===== src/rtl/vga_rect_writer_if.sv =====
`default_nettype none
// ============================================================================
// Module      : vga_rect_writer_if
// Description : Command / pixel-write bundle between a rectangle client and
//               vga_rect_writer. The master issues rectangle commands and
//               observes status plus the framebuffer write port; the slave
//               (the writer) accepts commands and drives the write port.
// Revision    : 1.0 - initial release
// ============================================================================
interface vga_rect_writer_if #(
    parameter int nX          = 10,
    parameter int nY          = 9,
    parameter int COLOR_DEPTH = 9
);
    logic                   start;
    logic [nX-1:0]          x0;
    logic [nY-1:0]          y0;
    logic [nX-1:0]          w;
    logic [nY-1:0]          h;
    logic [COLOR_DEPTH-1:0] color_in;
    logic                   mode;
    logic                   busy;
    logic                   done;
    logic [nX-1:0]          vga_x;
    logic [nY-1:0]          vga_y;
    logic [COLOR_DEPTH-1:0] vga_color;
    logic                   vga_write;

    modport master (
        output start, x0, y0, w, h, color_in, mode,
        input  busy, done, vga_x, vga_y, vga_color, vga_write
    );

    modport slave (
        input  start, x0, y0, w, h, color_in, mode,
        output busy, done, vga_x, vga_y, vga_color, vga_write
    );
endinterface
`default_nettype wire


===== src/rtl/vga_rect_writer.sv =====
`default_nettype none
// ============================================================================
// Module      : vga_rect_writer
// Description : Rectangle pixel engine feeding the vga_adapter write port.
//               One command at a time (solid fill or 1-pixel outline), one
//               pixel slot per clock in raster order, clipped to XRES x YRES.
// Revision    : 1.0 - initial release
// ============================================================================
module vga_rect_writer #(
    parameter int nX          = 10,
    parameter int nY          = 9,
    parameter int COLOR_DEPTH = 9,
    parameter int XRES        = 640,
    parameter int YRES        = 480
) (
    input  wire logic         clock,
    input  wire logic         reset,
    vga_rect_writer_if.slave  bus
);

    typedef enum logic [1:0] {
        S_IDLE = 2'd0,
        S_DRAW = 2'd1,
        S_DONE = 2'd2
    } state_t;

    localparam logic [nX:0]   c_XRES  = (nX+1)'(XRES);
    localparam logic [nY:0]   c_YRES  = (nY+1)'(YRES);
    localparam logic [nX-1:0] c_ONE_X = nX'(1);
    localparam logic [nY-1:0] c_ONE_Y = nY'(1);

    state_t                 r_state;
    state_t                 w_state_nxt;

    // Latched command
    logic [nX-1:0]          r_x0;
    logic [nY-1:0]          r_y0;
    logic [nX-1:0]          r_w;
    logic [nY-1:0]          r_h;
    logic [COLOR_DEPTH-1:0] r_color;
    logic                   r_mode;

    // Index of the pixel currently presented on the write port
    logic [nX-1:0]          r_cx;
    logic [nY-1:0]          r_cy;
    logic [nX-1:0]          w_cx_nxt;
    logic [nY-1:0]          w_cy_nxt;

    // Registered outputs
    logic                   r_busy;
    logic                   r_done;
    logic                   r_vga_write;
    logic [nX-1:0]          r_vga_x;
    logic [nY-1:0]          r_vga_y;
    logic [COLOR_DEPTH-1:0] r_vga_color;

    logic                   w_busy_nxt;
    logic                   w_done_nxt;
    logic                   w_emit;

    // Command source: live inputs on the accepting edge, latched copy after
    logic                   w_idle;
    logic [nX-1:0]          w_src_x0;
    logic [nY-1:0]          w_src_y0;
    logic [nX-1:0]          w_src_w;
    logic [nY-1:0]          w_src_h;
    logic [COLOR_DEPTH-1:0] w_src_color;
    logic                   w_src_mode;

    logic [nX:0]            w_px;
    logic [nY:0]            w_py;
    logic                   w_visible;
    logic                   w_selected;
    logic                   w_last_col;
    logic                   w_last_row;

    assign w_idle      = (r_state == S_IDLE);
    assign w_src_x0    = w_idle ? bus.x0       : r_x0;
    assign w_src_y0    = w_idle ? bus.y0       : r_y0;
    assign w_src_w     = w_idle ? bus.w        : r_w;
    assign w_src_h     = w_idle ? bus.h        : r_h;
    assign w_src_color = w_idle ? bus.color_in : r_color;
    assign w_src_mode  = w_idle ? bus.mode     : r_mode;

    assign w_last_col  = (r_cx == r_w - c_ONE_X);
    assign w_last_row  = (r_cy == r_h - c_ONE_Y);

    // One extra bit on the screen coordinate so an off-screen pixel never wraps on-screen
    assign w_px        = {1'b0, w_src_x0} + {1'b0, w_cx_nxt};
    assign w_py        = {1'b0, w_src_y0} + {1'b0, w_cy_nxt};
    assign w_visible   = (w_px < c_XRES) && (w_py < c_YRES);
    assign w_selected  = !w_src_mode
                       || (w_cx_nxt == '0) || (w_cx_nxt == w_src_w - c_ONE_X)
                       || (w_cy_nxt == '0) || (w_cy_nxt == w_src_h - c_ONE_Y);

    // State register
    always_ff @(posedge clock or posedge reset) begin
        if (reset) begin
            r_state <= S_IDLE;
        end else begin
            r_state <= w_state_nxt;
        end
    end

    // Next state, counter advance and which pixel (if any) is presented next
    always_comb begin
        w_state_nxt = r_state;
        w_cx_nxt    = r_cx;
        w_cy_nxt    = r_cy;
        w_busy_nxt  = 1'b0;
        w_done_nxt  = 1'b0;
        w_emit      = 1'b0;
        case (r_state)
            S_IDLE: begin
                if (bus.start) begin
                    w_cx_nxt   = '0;
                    w_cy_nxt   = '0;
                    w_busy_nxt = 1'b1;
                    if ((bus.w == '0) || (bus.h == '0)) begin
                        w_state_nxt = S_DONE;
                        w_done_nxt  = 1'b1;
                    end else begin
                        w_state_nxt = S_DRAW;
                        w_emit      = 1'b1;
                    end
                end
            end
            S_DRAW: begin
                w_busy_nxt = 1'b1;
                if (w_last_col && w_last_row) begin
                    w_state_nxt = S_DONE;
                    w_done_nxt  = 1'b1;
                end else if (w_last_col) begin
                    w_cx_nxt = '0;
                    w_cy_nxt = r_cy + c_ONE_Y;
                    w_emit   = 1'b1;
                end else begin
                    w_cx_nxt = r_cx + c_ONE_X;
                    w_emit   = 1'b1;
                end
            end
            S_DONE: begin
                w_state_nxt = S_IDLE;
            end
            default: begin
                w_state_nxt = S_IDLE;
            end
        endcase
    end

    // Command capture on the accepting edge
    always_ff @(posedge clock or posedge reset) begin
        if (reset) begin
            r_x0    <= '0;
            r_y0    <= '0;
            r_w     <= '0;
            r_h     <= '0;
            r_color <= '0;
            r_mode  <= 1'b0;
        end else if (w_idle && bus.start) begin
            r_x0    <= bus.x0;
            r_y0    <= bus.y0;
            r_w     <= bus.w;
            r_h     <= bus.h;
            r_color <= bus.color_in;
            r_mode  <= bus.mode;
        end
    end

    // Pixel counters and registered write port / status outputs
    always_ff @(posedge clock or posedge reset) begin
        if (reset) begin
            r_cx        <= '0;
            r_cy        <= '0;
            r_busy      <= 1'b0;
            r_done      <= 1'b0;
            r_vga_write <= 1'b0;
            r_vga_x     <= '0;
            r_vga_y     <= '0;
            r_vga_color <= '0;
        end else begin
            r_cx        <= w_cx_nxt;
            r_cy        <= w_cy_nxt;
            r_busy      <= w_busy_nxt;
            r_done      <= w_done_nxt;
            r_vga_write <= w_emit && w_visible && w_selected;
            if (w_emit) begin
                r_vga_x     <= w_px[nX-1:0];
                r_vga_y     <= w_py[nY-1:0];
                r_vga_color <= w_src_color;
            end
        end
    end

    assign bus.busy      = r_busy;
    assign bus.done      = r_done;
    assign bus.vga_write = r_vga_write;
    assign bus.vga_x     = r_vga_x;
    assign bus.vga_y     = r_vga_y;
    assign bus.vga_color = r_vga_color;

endmodule
`default_nettype wire


===== src/flat_wrapper.sv =====
// flat-port wrapper written by rule: the top's interface ports become plain ports
module vga_rect_writer_flat 
#(
    parameter int nX          = 10,
    parameter int nY          = 9,
    parameter int COLOR_DEPTH = 9,
    parameter int XRES        = 640,
    parameter int YRES        = 480
)
  (clock, reset, bus_start, bus_x0, bus_y0, bus_w, bus_h, bus_color_in, bus_mode, bus_busy, bus_done, bus_vga_x, bus_vga_y, bus_vga_color, bus_vga_write);
  vga_rect_writer_if #(.nX(nX), .nY(nY), .COLOR_DEPTH(COLOR_DEPTH)) bus_i ();
  input  wire logic clock;
  input  wire logic reset;
  input wire logic [$bits(bus_i.start)-1:0] bus_start;
  input wire logic [$bits(bus_i.x0)-1:0] bus_x0;
  input wire logic [$bits(bus_i.y0)-1:0] bus_y0;
  input wire logic [$bits(bus_i.w)-1:0] bus_w;
  input wire logic [$bits(bus_i.h)-1:0] bus_h;
  input wire logic [$bits(bus_i.color_in)-1:0] bus_color_in;
  input wire logic [$bits(bus_i.mode)-1:0] bus_mode;
  output wire logic [$bits(bus_i.busy)-1:0] bus_busy;
  output wire logic [$bits(bus_i.done)-1:0] bus_done;
  output wire logic [$bits(bus_i.vga_x)-1:0] bus_vga_x;
  output wire logic [$bits(bus_i.vga_y)-1:0] bus_vga_y;
  output wire logic [$bits(bus_i.vga_color)-1:0] bus_vga_color;
  output wire logic [$bits(bus_i.vga_write)-1:0] bus_vga_write;
  assign bus_i.start = bus_start;
  assign bus_i.x0 = bus_x0;
  assign bus_i.y0 = bus_y0;
  assign bus_i.w = bus_w;
  assign bus_i.h = bus_h;
  assign bus_i.color_in = bus_color_in;
  assign bus_i.mode = bus_mode;
  assign bus_busy = bus_i.busy;
  assign bus_done = bus_i.done;
  assign bus_vga_x = bus_i.vga_x;
  assign bus_vga_y = bus_i.vga_y;
  assign bus_vga_color = bus_i.vga_color;
  assign bus_vga_write = bus_i.vga_write;
  vga_rect_writer #(.nX(nX), .nY(nY), .COLOR_DEPTH(COLOR_DEPTH), .XRES(XRES), .YRES(YRES)) u_core (.clock(clock), .reset(reset), .bus(bus_i));
endmodule

===== config.mk =====
export PLATFORM = sky130hd
export DESIGN_NAME = vga_rect_writer_flat
export DESIGN_NICKNAME = d
export VERILOG_FILES = /design/src/rtl/vga_rect_writer_if.sv /design/src/rtl/vga_rect_writer.sv /design/src/flat_wrapper.sv
export SDC_FILE = /design/constraint.sdc
export NUM_CORES = 1
export LEC_CHECK = 0
export ABC_AREA = 1
export CORE_MARGIN = 2
export CORE_UTILIZATION = 45
export CTS_CLUSTER_DIAMETER = 150
export DETAILED_ROUTE_END_ITERATION = 16
export PLACE_DENSITY_LB_ADDON = 0.3
export RECOVER_POWER = 25
export SETUP_SLACK_MARGIN = 0.02
export SYNTH_ARGS = -nofsm -noshare
export SYNTH_HDL_FRONTEND = slang
export SYNTH_SLANG_ARGS = --single-unit

===== constraint.sdc =====
create_clock -name clock -period 3.8 [get_ports clock]
set_input_delay 0.76 -clock clock [delete_from_list [all_inputs] [get_ports clock]]
set_output_delay 0.76 -clock clock [all_outputs]
set_load 0.01 [all_outputs]

### After elaboration in Yosys (flattened, before gate mapping)

Index checks and enable logic that the tools add are counted.

| word-level totals | value |
|---|---|
| register bits | 100 |
| bits of input ports | 51 |
| output and inout bits | 31 |

| operators by class | value |
|---|---|
| add/subtract/negate cells | 8 |
| magnitude comparators | 2 |
| equality and inequality tests | 7 |
| muxes and demuxes | 28 |
| reductions and logical operators | 17 |

Operators by type and width:

| operator | count |
|---|---|
| 9-bit 2-to-1 mux | 6 |
| 10-bit 2-to-1 mux | 5 |
| 10-bit equality test | 2 |
| 10-bit logical NOT | 2 |
| 10-bit case mux with 2 select lines | 1 |
| 10-bit by 1-bit subtractor with 10-bit output (second input constant) | 2 |
| 9-bit equality test | 2 |
| 9-bit logical NOT | 2 |
| 9-bit case mux with 2 select lines | 1 |
| 9-bit by 1-bit subtractor with 9-bit output (second input constant) | 2 |
| 10-bit by 10-bit adder with 11-bit output | 1 |
| 11-bit by 10-bit less-than comparator with 1-bit output (second input constant) | 1 |
| 10-bit by 1-bit adder with 10-bit output (second input constant) | 1 |
| 9-bit by 9-bit adder with 10-bit output | 1 |
| 10-bit by 9-bit less-than comparator with 1-bit output (second input constant) | 1 |
| 9-bit by 1-bit adder with 9-bit output (second input constant) | 1 |
| 1-bit 2-to-1 mux | 8 |
| 2-bit 2-to-1 mux | 3 |
| 1-bit case mux with 2 select lines | 3 |
| 1-bit logical AND | 5 |
| 1-bit logical OR | 5 |
| 2-bit case mux with 2 select lines | 1 |
| 2-bit by 1-bit equality test with 1-bit output (second input constant) | 1 |
| 2-bit logical NOT | 1 |
| other kinds (4) | 4 |

### Longest topological paths before layout

| logic depth | value |
|---|---|
| depth in word-level cells | 11 |
| gate-level depth with buffers | 33 |
| depth with buffers taken out | 33 |

### Worst setup path after synthesis

Ideal clock, no wire load.

| timing path | value |
|---|---|
| path type | reg-to-reg |
| from | reg u_core.r_w[0] |
| to | reg u_core.r_vga_write, in the netlist u_core.bus.vga_write |
| library setup time | 0.071 ns |
| data arrival time | 3.831 ns |
| data required time | 3.729 ns |
| setup slack | -0.103 ns |
| stages on the path, launching flop included | 30 |
| buffers on the path | 0 |
| cell sequence | dfrtp_1 inv_1 ha_1 nand3_2 nor2_2 nor2_2 nor2_4 nand4_4 inv_1 nand2_1 nor2_2 nor2_4 nand2_2 nand2_1 ha_1 fa_1 nand3_1 nand3_1 a21oi_1 inv_1 a21oi_1 nor2_1 nor2_1 o21ai_0 and2_1 o21ai_0 nand4_1 a21oi_1 nand2_1 nor2_1 |

| on the way | value |
|---|---|
| longest elaborated chain between the ends | 11 |
| elaborated cells on any way between the ends | 28 |
| classes of those cells | add/sub: 4; order compare: 2; eq/ne: 3; mux: 9; reduce/logical: 10 |

Ends and longest elaborated chain:

| item | RTL line | source |
|---|---|---|
| start, declared | vga_rect_writer.sv:38 | `logic [nX-1:0] r_w;` |
| start signal, assigned | vga_rect_writer.sv:163 | `r_w <= bus.w;` |
| 10-bit by 1-bit subtractor with 10-bit output (*) | vga_rect_writer.sv:85 | `assign w_last_col = (r_cx == r_w - c_ONE_X);` |
| 10-bit equality test (*) | vga_rect_writer.sv:85 |  |
| 10-bit 2-to-1 mux / 1-bit logical AND (equally long branches) | vga_rect_writer.sv:133, vga_rect_writer.sv:130 |  |
| 10-bit 2-to-1 mux (*) | vga_rect_writer.sv:130 | `if (w_last_col && w_last_row) begin` |
| 10-bit case mux with 2 select lines (*) | vga_rect_writer.sv:113 | `case (r_state)` |
| net u_core.w_cx_nxt[0] | vga_rect_writer.sv:46 | `logic [nX-1:0] w_cx_nxt;` |
| parallel branches: the longest is 5 deep, another holds 10-bit by 10-bit adder with 11-bit output | - |  |
| 1-bit logical AND (*) | vga_rect_writer.sv:186 | `r_vga_write <= w_emit && w_visible && w_selected;` |
| end signal, assigned | vga_rect_writer.sv:186 |  |
| end, declared | vga_rect_writer.sv:52 | `logic r_vga_write;` |

Mark *: on every way through the listed nets, which the timed path passes.
A chain may end at the register's enable or synchronous reset.

### Worst setup path in the final report

| timing path | value |
|---|---|
| from | reg u_core.r_w[1] |
| to | reg u_core.r_vga_write, in the netlist u_core.bus.vga_write |

The elaborated chain is that of the path after synthesis.

==> results.sh <==
export IMPL_portBuffers=81
export IMPL_antenna_found_initial=1
export IMPL_dp_slack_ps=-113
export IMPL_hold_viol_final=0
export IMPL_status="complete, but fails checks"
export IMPL_drc_errors=0
export IMPL_grt_max_degree=62
export IMPL_slew_headroom=-0.200
export IMPL_drv_slew=41
export IMPL_synthesis_nets=1121
export IMPL_ys_seq_elements=100
export IMPL_drive_above_1_share=0.207
export IMPL_hpwl_um=14700
export IMPL_slowest_stage="dfrtp_1"
export IMPL_power_density_nw_per_um2=769
export IMPL_finalNetCount=1295
export IMPL_place_area_um2=8770
export IMPL_synth_most_common_cell="nand2_1"
export IMPL_num_rows=46
export IMPL_vias=7282
export IMPL_yosysWarnings=0
export IMPL_overflow=0
export IMPL_crit_top_cell="nand2_1"
export IMPL_synth_area_leader_cell="dfrtp_1"
export IMPL_path_buf_inv=4
export IMPL_grt_pass1_wl_um=32500
export IMPL_synth_mux_area_frac=0.00938
export IMPL_core_area_um2=15800
export IMPL_fin_ws_ps=31.0
export IMPL_synth_adder_area_share=0.0490
export IMPL_cp_data_arrival_time_ps=4070
export IMPL_synth_edf_count=0
export IMPL_final_cells=1439
export IMPL_peakVddDrop_uv=452
export IMPL_synth_area_leaders="dfrtp_1, nand2_1, inv_1"
export IMPL_routed_wl_um=20300
export IMPL_cp_top_family="simple AND/OR/NAND/NOR gates"
export IMPL_cts_hold_buf=0
export IMPL_clk_pin_slew_ps=80
export IMPL_die_area_um2=17000
export IMPL_viasPerCell=5.06
export IMPL_violations="max-capacitance violations, max-slew violations"
export IMPL_syn_inst=1043
export IMPL_ys_flop_type="dfrtp_1"
export IMPL_tightest_slew_ps=1790
export IMPL_syn_avg_cell_area_um2=6.90
export IMPL_grt_pass1_vias=6737
export IMPL_top_layer_used="met4"
export IMPL_start_kind="register"
export IMPL_syn_cell_area_um2=7200
export IMPL_grt_usage=0.243
export IMPL_critical_path_max_stage_delay_ps=390
export IMPL_numPlacedInstances=1389
export IMPL_ys_types=41
export IMPL_skew_ps=12.2
export IMPL_timing_final_crit_share=0.992
export IMPL_fin_area_um2=9650
export IMPL_die_y_um=130
export IMPL_pin_count=82
export IMPL_synth_compound_area_frac=0.0944
export IMPL_syn2layout_area_growth_pct=34.0
export IMPL_grt_setup_unrepaired="true"
export IMPL_place_gp_congestion=0.917
export IMPL_multi_input_area_um2=4390
export IMPL_cts_max_level=3
export IMPL_clk_path_buf_depth=2
export IMPL_cts_sink_count=100
export IMPL_die_x_um=130
export IMPL_finalSetupViolCount=0
export IMPL_synth_seq_area_share=0.348
export IMPL_postRouteAntennaNets=0
export IMPL_critPathRequiredTime_ps=4100
export IMPL_regArea_um2=2500
export IMPL_initial_core_util=0.457
export IMPL_fin_hold_ws_ps=482
export IMPL_hold_class="register to register"
export IMPL_root_buffer="clkbuf_16"
export IMPL_routedWlPerCell_um=14.1
export IMPL_ys_top_cells_by_count="nand2_1, inv_1, dfrtp_1, nor2_1, o21ai_0"
export IMPL_yosys_area_share_simple=0.359
export IMPL_critPathCaptureType="register"
export IMPL_synth_top_family_by_area="simple AND/OR/NAND/NOR gates"
export IMPL_p_leak_uw=0.00489
export IMPL_wl_met3_um=1370
export IMPL_fill_cells=1389
export IMPL_synthArstFlopShare=1.00
export IMPL_max_cap_viol_count=1
export IMPL_firstDrtPassIters=5
export IMPL_wl_met1_um=9400
export IMPL_initialDrtViolationCount=509
export IMPL_yosysTopAreaCellShare=0.348
export IMPL_insertion_delay_ps=360
export IMPL_cts_tree="yes"
export IMPL_cts_buffers=9
export IMPL_period_minus_slack_ps=3770
export IMPL_fmax_mhz=265
export IMPL_crit_type="register to register"
export IMPL_synth_xor_area_frac=0.0511
export IMPL_wl_met2_um=9150
export IMPL_path_max_fanout=6
per-stage QoR:
stage | util | total power, µW | TNS [ps]
after global routing | 0.612 | 8040 | -823
final | 0.612 | 7420 | 0
after CTS | 0.595 | 7030 | 0
after global placement | 0.556 | 5620 | 0
after detailed placement | 0.556 | 5690 | -113
after floorplan | - | 4260 | 0
state kept, by name, summed over array words and instances, names as in the netlist, 2 cells and up:
signal                cells
u_core.r_w               10
u_core.r_state            2
u_core.bus.vga_y          9
u_core.r_y0               9
u_core.bus.vga_color      9
u_core.bus.vga_x         10
u_core.r_h                9
u_core.r_cx              10
u_core.r_x0              10
u_core.r_color            9
u_core.r_cy               9
what timing repair did:
item / CTS / global route
endpoints found under the setup margin: 3 / 9
pin swaps: 34 / 55
buffers inserted: 23 / 13
cloned: 0 / 0
resized for setup: 29 / 50
where the power goes:
group | internal (µW) | switching, µW | total, µW
registers | 1480 | 328 | 1800
clock network | 537 | 446 | 984
logic | 2180 | 2450 | 4630
layer usage:
layer  GRT usage  vias up
li1            -     3658
met1       0.332     3365
met2       0.388      229
met3      0.0603       30
met4      0.0620        0
met5           0        -
cells by family (layout without fill, tap and decap cells):
family,Yosys count,in the layout
muxes,6,6
adders and majority gates,27,27
and+or+nand+nor,571,571
AOI/OAI and AO/OA,129,129
other,0,1
DFF,100,100
xor gates and xnor gates,42,42
buffers and inverters,168,347
final cells by class:
cell class              instances  area share
flip-flops and latches        100       0.260
diodes                          1    0.000259
clock inverters                 6     0.00739
clock buffers                  10      0.0248
repair buffers                190       0.170
well taps                     216      0.0280
inverters                     141      0.0550
multi-input cells             775       0.455
final timing paths:
path | start | to | slack (ps) | cells after the start
max | u_core.r_w[1] | u_core.bus.vga_write | 30 | 31
min | u_core.r_color[0] | u_core.r_color[0] | 480 | 2
max reg2reg | u_core.r_w[1] | u_core.bus.vga_write | 30 | 31
min reg2reg | u_core.r_color[0] | u_core.r_color[0] | 480 | 2
max in group asynchronous | reset | u_core.r_w[1] | 890 | 3
min in group asynchronous | reset | u_core.bus.vga_y[3] | 1290 | 2
placed cells by master (no fill, tap or decap), types with 4 or more instances in the layout:
cell type and n:
a21oi_1 13, a21oi_2 17, a31oi_1 9, buf_4 103, buf_6 4, clkbuf_16 9
clkdlybuf4s50_1 79, dfrtp_1 99, ha_1 17, ha_4 8, inv_1 132, inv_2 7
mux2_2 6, nand2_1 310, nand2_2 21, nand2_4 6, nand3_1 69, nand3_2 16
nand3b_1 6, nand4_1 16, nor2_1 79, nor2_2 18, nor2_4 9, nor3_1 6
nor4_1 4, o21ai_0 76, xnor2_1 9, xor2_1 31
tightest hold or removal path: stages (launching register included):
cell     delay [ps]
dfrtp_1         350
nand2_1          50
nand2_1          50
Power figures use the tool's default switching activity.
